===== src/rtl/ysyx_24100006_ifu.sv =====
// Instruction fetch: owns the PC, issues one fetch at a time, and hands PC/instruction pairs to decode.
// Optional misaligned-PC fault reporting when YSYX_24100006_IFU_MISALIGN_EN is defined.
module ysyx_24100006_ifu #(
  parameter logic [31:0] RESET_PC = 32'h8000_0000,
  parameter int          ADDR_W   = 32,
  parameter int          INST_W   = 32
) (
  input  logic              clk,
  input  logic              reset,
  output logic              imem_req_valid,
  input  logic              imem_req_ready,
  output logic [ADDR_W-1:0] imem_addr,
  input  logic              imem_rsp_valid,
  input  logic [INST_W-1:0] imem_rsp_inst,
  output logic              out_valid,
  input  logic              out_ready,
  output logic [ADDR_W-1:0] out_pc,
  output logic [INST_W-1:0] out_inst,
`ifdef YSYX_24100006_IFU_MISALIGN_EN
  output logic              out_fault,
`endif
  input  logic              redirect_valid,
  input  logic [ADDR_W-1:0] redirect_pc
);

  typedef enum logic [2:0] {IDLE, REQ, WAIT, HOLD, DRAIN} state_t;

  state_t              state_q, state_d;
  logic [ADDR_W-1:0]   pc_q, pc_d;
  logic [ADDR_W-1:0]   out_pc_q, out_pc_d;
  logic [INST_W-1:0]   out_inst_q, out_inst_d;
  logic                enter_req;
  logic                req_fire;
`ifdef YSYX_24100006_IFU_MISALIGN_EN
  logic                fault_q, fault_d;
`endif

  assign req_fire = (state_q == REQ) && imem_req_ready;

  always_comb begin
    state_d    = state_q;
    pc_d       = pc_q;
    out_pc_d   = out_pc_q;
    out_inst_d = out_inst_q;
    enter_req  = 1'b0;
`ifdef YSYX_24100006_IFU_MISALIGN_EN
    fault_d    = fault_q;
`endif
    case (state_q)
      IDLE: enter_req = 1'b1;
      REQ: begin
        if (redirect_valid) begin
          pc_d = redirect_pc;
          if (req_fire) state_d = DRAIN;
          else          enter_req = 1'b1;
        end else if (req_fire) begin
          state_d = WAIT;
        end
      end
      WAIT: begin
        if (redirect_valid) begin
          pc_d = redirect_pc;
          if (imem_rsp_valid) enter_req = 1'b1;
          else                state_d = DRAIN;
        end else if (imem_rsp_valid) begin
          out_inst_d = imem_rsp_inst;
          out_pc_d   = pc_q;
          state_d    = HOLD;
        end
      end
      HOLD: begin
        if (redirect_valid || out_ready) begin
          pc_d      = redirect_valid ? redirect_pc : pc_q + ADDR_W'(4);
          enter_req = 1'b1;
`ifdef YSYX_24100006_IFU_MISALIGN_EN
          fault_d   = 1'b0;
`endif
        end
      end
      DRAIN: begin
        if (redirect_valid) pc_d = redirect_pc;
        // A squashed response arriving with a new redirect still retires the drain.
        if (imem_rsp_valid) enter_req = 1'b1;
      end
      default: state_d = IDLE;
    endcase

    if (enter_req) begin
      state_d = REQ;
`ifdef YSYX_24100006_IFU_MISALIGN_EN
      if (pc_d[1:0] != 2'b00) begin
        state_d    = HOLD;
        fault_d    = 1'b1;
        out_inst_d = INST_W'(32'h0000_0013);
        out_pc_d   = pc_d;
      end
`endif
    end
  end

  always_ff @(posedge clk) begin
    if (reset) begin
      state_q    <= IDLE;
      pc_q       <= ADDR_W'(RESET_PC);
      out_pc_q   <= '0;
      out_inst_q <= '0;
`ifdef YSYX_24100006_IFU_MISALIGN_EN
      fault_q    <= 1'b0;
`endif
    end else begin
      state_q    <= state_d;
      pc_q       <= pc_d;
      out_pc_q   <= out_pc_d;
      out_inst_q <= out_inst_d;
`ifdef YSYX_24100006_IFU_MISALIGN_EN
      fault_q    <= fault_d;
`endif
    end
  end

  assign imem_req_valid = (state_q == REQ);
  assign imem_addr      = pc_q;
  assign out_valid      = (state_q == HOLD);
  assign out_pc         = out_pc_q;
  assign out_inst       = out_inst_q;
`ifdef YSYX_24100006_IFU_MISALIGN_EN
  assign out_fault      = fault_q;
`endif

endmodule

===== config.mk =====
export PLATFORM = sky130hd
export DESIGN_NAME = ysyx_24100006_ifu
export DESIGN_NICKNAME = d
export VERILOG_FILES = /design/src/rtl/ysyx_24100006_ifu.sv
export SDC_FILE = /design/constraint.sdc
export NUM_CORES = 1
export LEC_CHECK = 0
export CAP_MARGIN = 40
export CORE_MARGIN = 10
export CORE_UTILIZATION = 41
export CTS_BUF_LIST = sky130_fd_sc_hd__clkbuf_2
export CTS_CLUSTER_SIZE = 10
export DETAILED_ROUTE_END_ITERATION = 10
export PLACE_DENSITY = 0.85
export SLEW_MARGIN = 20
export SYNTH_ARGS = -nofsm -noshare
export SYNTH_HDL_FRONTEND = slang
export SYNTH_SLANG_ARGS = --single-unit
export TNS_END_PERCENT = 100

===== constraint.sdc =====
create_clock -name clk -period 1.9 [get_ports clk]
set_input_delay 0.285 -clock clk [delete_from_list [all_inputs] [get_ports clk]]
set_output_delay 0.285 -clock clk [all_outputs]
set_load 0.1 [all_outputs]

==> flow_summary_export.csv <==
group,metric,value,unit
outcome,status,"finished with violations",
outcome,violations,"setup timing",
synth,async_reset_ff_frac,0,
global_route,antenna_found_initial,0,
route,wl_per_cell,16.8,um
synth,synth_seq_area_share,0.443,
clocking,cts_sinks,99,
synth,synth_common_cells,"nand2_1 (156), dfxtp_1 (99), a21oi_1 (88)",
synth,synth_edf_count,0,
setup_path,r2r_end,"imem_addr[31]$_SDFFE_PP1P_",
synth,synth-xor-area-share,0.00196,
synth,synth_top_area_share,0.443,
power,p_leak,0.00270,uW
die,fp.coreArea,0.0107,mm2
sta,grt_setup_unrepaired,"true",
clocking,insertion_delay,0.58,ns
finish,drive_gt1_frac,0.332,
synth,synth_top_family_by_area,"simple AND/OR/NAND/NOR gates",
global_route,grt_usage,0.189,
die,fp.dieArea,0.0155,mm2
synth,synth_compound_area_frac,0.228,
sta,setup_viol,1,
global_route,overflow,0,
clocking,cts_buffers,9,
synth,yosysWarningCount,0,
route,ant_nets,0,
synth,syn_inst,572,
die,ioPinCount,168,
setup_path,reg2reg_from,"imem_addr[20]$_SDFFE_PP0P_",
placed_design,place.gp.congestion,0.938,
setup_path,worst_path_dominant_cell_family,"simple AND/OR/NAND/NOR gates",
route,drt_wl_total,15700,um
synth,synthSimpleGateAreaFrac,0.273,
min_path,whs_endpoint,"out_pc[23]$_SDFFE_PP0P_",
sta,worst_pin_slew,0.558,ns
sta,slew_violations,0,
placed_design,placed_cells,894,
setup_path,critical_path_depth,6,
finish,nets,859,
setup_path,start_kind,"flip-flop",
sta,post-route-min-period,1.91,ns
route,vias,4983,
power,p_per_area,598,mW/mm2
synth,netlist_area,0.00447,mm2
setup_path,crit_path_end_kind,"flip-flop",
sta,min_period_over_period,1.01,
clocking,clk_pin_slew,0.26,ns
placed_design,hpwl,11600,um
setup_path,worst_r2r_path_depth,6,
synth,synth_most_common_cell,"nand2_1",
synth,yosys-mux-area-fraction,0.00224,
sta,slew_headroom,0.628,
placed_design,io_buffers,167,
setup_path,critPathKind,"reg2reg",
min_path,min_path_type,"in2reg",
die,die_width,124,um
clocking,cts_max_level,3,
route,dr.pass1.iters,5,
sta,fin_setup_tns,-0.0135,ns
die,die_h,124,um
route,viasPerCell,5.34,
sta,finalClockSkew,0.0335,ns
power,peakVddDrop,371,uV
setup_path,crit_arrival,2.41,ns
setup_path,path_max_fanout,7,
sta,layout_setup_ws,-0.0135,ns
setup_path,crit_path_max_incr_delay,0.52,ns
synth,dominantRegCellSynth,"dfxtp_1",
setup_path,reg2reg_slack,-0.01,ns
finish,stdcell_count,933,
finish,num_antenna_cells,0,
synth,syn-num-nets,643,
route,detail_route.drc_violations,0,
finish,area_growth,55.1,%
min_path,hold_start,"reset",
clocking,cts_tree,"yes",
die,floorplan.initialDensity,0.416,
global_route,grt_max_degree,52,
synth,synth_cell_types,58,
sta,finalHoldViolations,0,
setup_path,worstPathCellList,"inv_1, nor4_4, buf_4, nand3_4, or4_4, a31o_1",
setup_path,slowest_stage,"or4_4",
run,maxCapViolCount,0,
synth,syn_avg_cell_area,7.82,um2
sta,max_freq,0.523,GHz
route,initialDrtViolationCount,317,
finish,fin_util,0.646,
die,std_cell_rows,38,
setup_path,path_buf_inv,2,
global_route,grt_pass1_wl,24900,um
setup_path,worstPathRequired,2.40,ns
clocking,cts_buffer_depth,2,
finish,fillers,896,
global_route,grt_pass1_vias,4786,
min_path,whs_path_depth,2,
synth,synthTopCellsByArea,"dfxtp_1 (44%), nand2_1 (13%), a21oi_1 (9.8%), clkbuf_1 (2.3%), o21ai_0 (2.0%)",
synth,synth_fa_ha_area_frac,0.00280,
synth,ys_ff_latch,99,
clocking,cts-root-buf,"clkbuf_2",
synth,yosys.area.top_type,"dfxtp_1",
-- cells by family after synthesis --
| kind of cell | Yosys count |
|---|---|
| buffers and inverters | 50 |
| multiplexers | 1 |
| flip-flops | 99 |
| XOR/XNOR | 1 |
| AO/OA/AOI/OAI | 168 |
| adder cells (fa/ha/maj) | 1 |
| AND/OR/NAND/NOR | 252 |
-- layer usage --
layer / share of wire / up-vias / GRT usage
met5: 0 / - / 0
met4: 0.013 / 0 / 0.0589
met3: 0.066 / 16 / 0.0498
met2: 0.49 / 181 / 0.319
met1: 0.43 / 2343 / 0.230
li1: - / 2443 / -
-- how the worst max path moves through the flow --
stage	from	to	slack, ns
after global routing	imem_addr[2]$_SDFFE_PP0P_	imem_addr[22]$_SDFFE_PP0P_	-0.13
after detailed placement	redirect_valid	imem_addr[25]$_SDFFE_PP0P_	-0.29
after global placement	redirect_valid	imem_addr[31]$_SDFFE_PP1P_	-0.22
after floorplan	state_q[1]$_SDFFE_PP0P_	imem_addr[16]$_SDFFE_PP0P_	-0.32
after CTS	state_q[2]$_SDFFE_PP0P_	imem_req_valid	-0.02
final	imem_addr[20]$_SDFFE_PP0P_	imem_addr[31]$_SDFFE_PP1P_	-0.01
-- sequential cells by signal (all words and copies together) (netlist names) --
register and flops:
state_q 3, out_inst 32, imem_addr 32, out_pc 32
-- where the power goes --
group          internal (uW)  switching [uW]
combinational            421             675
clock                    179             668
sequential              2130            78.6
-- per-stage QoR --
step	instance area (um2)	power, uW	setup slack, ns	hold slack, ns
detailed placement	6540	3270	-0.291	0.447
floorplan	4640	2890	-0.316	0.421
global route	6940	4340	-0.131	0.172
finish	6940	4150	-0.0135	0.171
CTS	6720	4150	-0.0180	0.138
global placement	6540	3260	-0.221	0.442
-- cell usage in the layout, fill, tap and decap left out, drive strengths merged, types with 12 or more instances in the layout --
| cell | Yosys | layout |
|---|---|---|
| dfxtp | 99 | 99 |
| nor2 | 19 | 19 |
| buf | 13 | 179 |
| clkbuf | 28 | 12 |
| o21ai | 18 | 18 |
| a21oi | 88 | 88 |
| nand2 | 156 | 156 |
| nand3 | 19 | 19 |
| clkdlybuf4s50 | 0 | 68 |
-- layout make-up --
| class | count | area, um2 | area share |
|---|---|---|---|
| Timing Repair Buffer | 247 | 2170 | 0.313 |
| Tap cell | 140 | 175 | 0.0252 |
| Multi-Input combinational cell | 423 | 2410 | 0.348 |
| Sequential cell | 99 | 2070 | 0.298 |
| Clock buffer | 12 | 60.1 | 0.00865 |
| Clock inverter | 4 | 18.8 | 0.00270 |
| Inverter | 8 | 32.5 | 0.00469 |
-- timing repair --
item                                    4_1_cts  5_1_grt
setup buffers                                10       13
endpoints found under the setup margin       12       25
pin swaps                                     3       13
gates cloned                                  0        0
resized for setup                            10       25
hold buffers                                  0        0
Note: power is estimated with default switching activity, not from simulation.
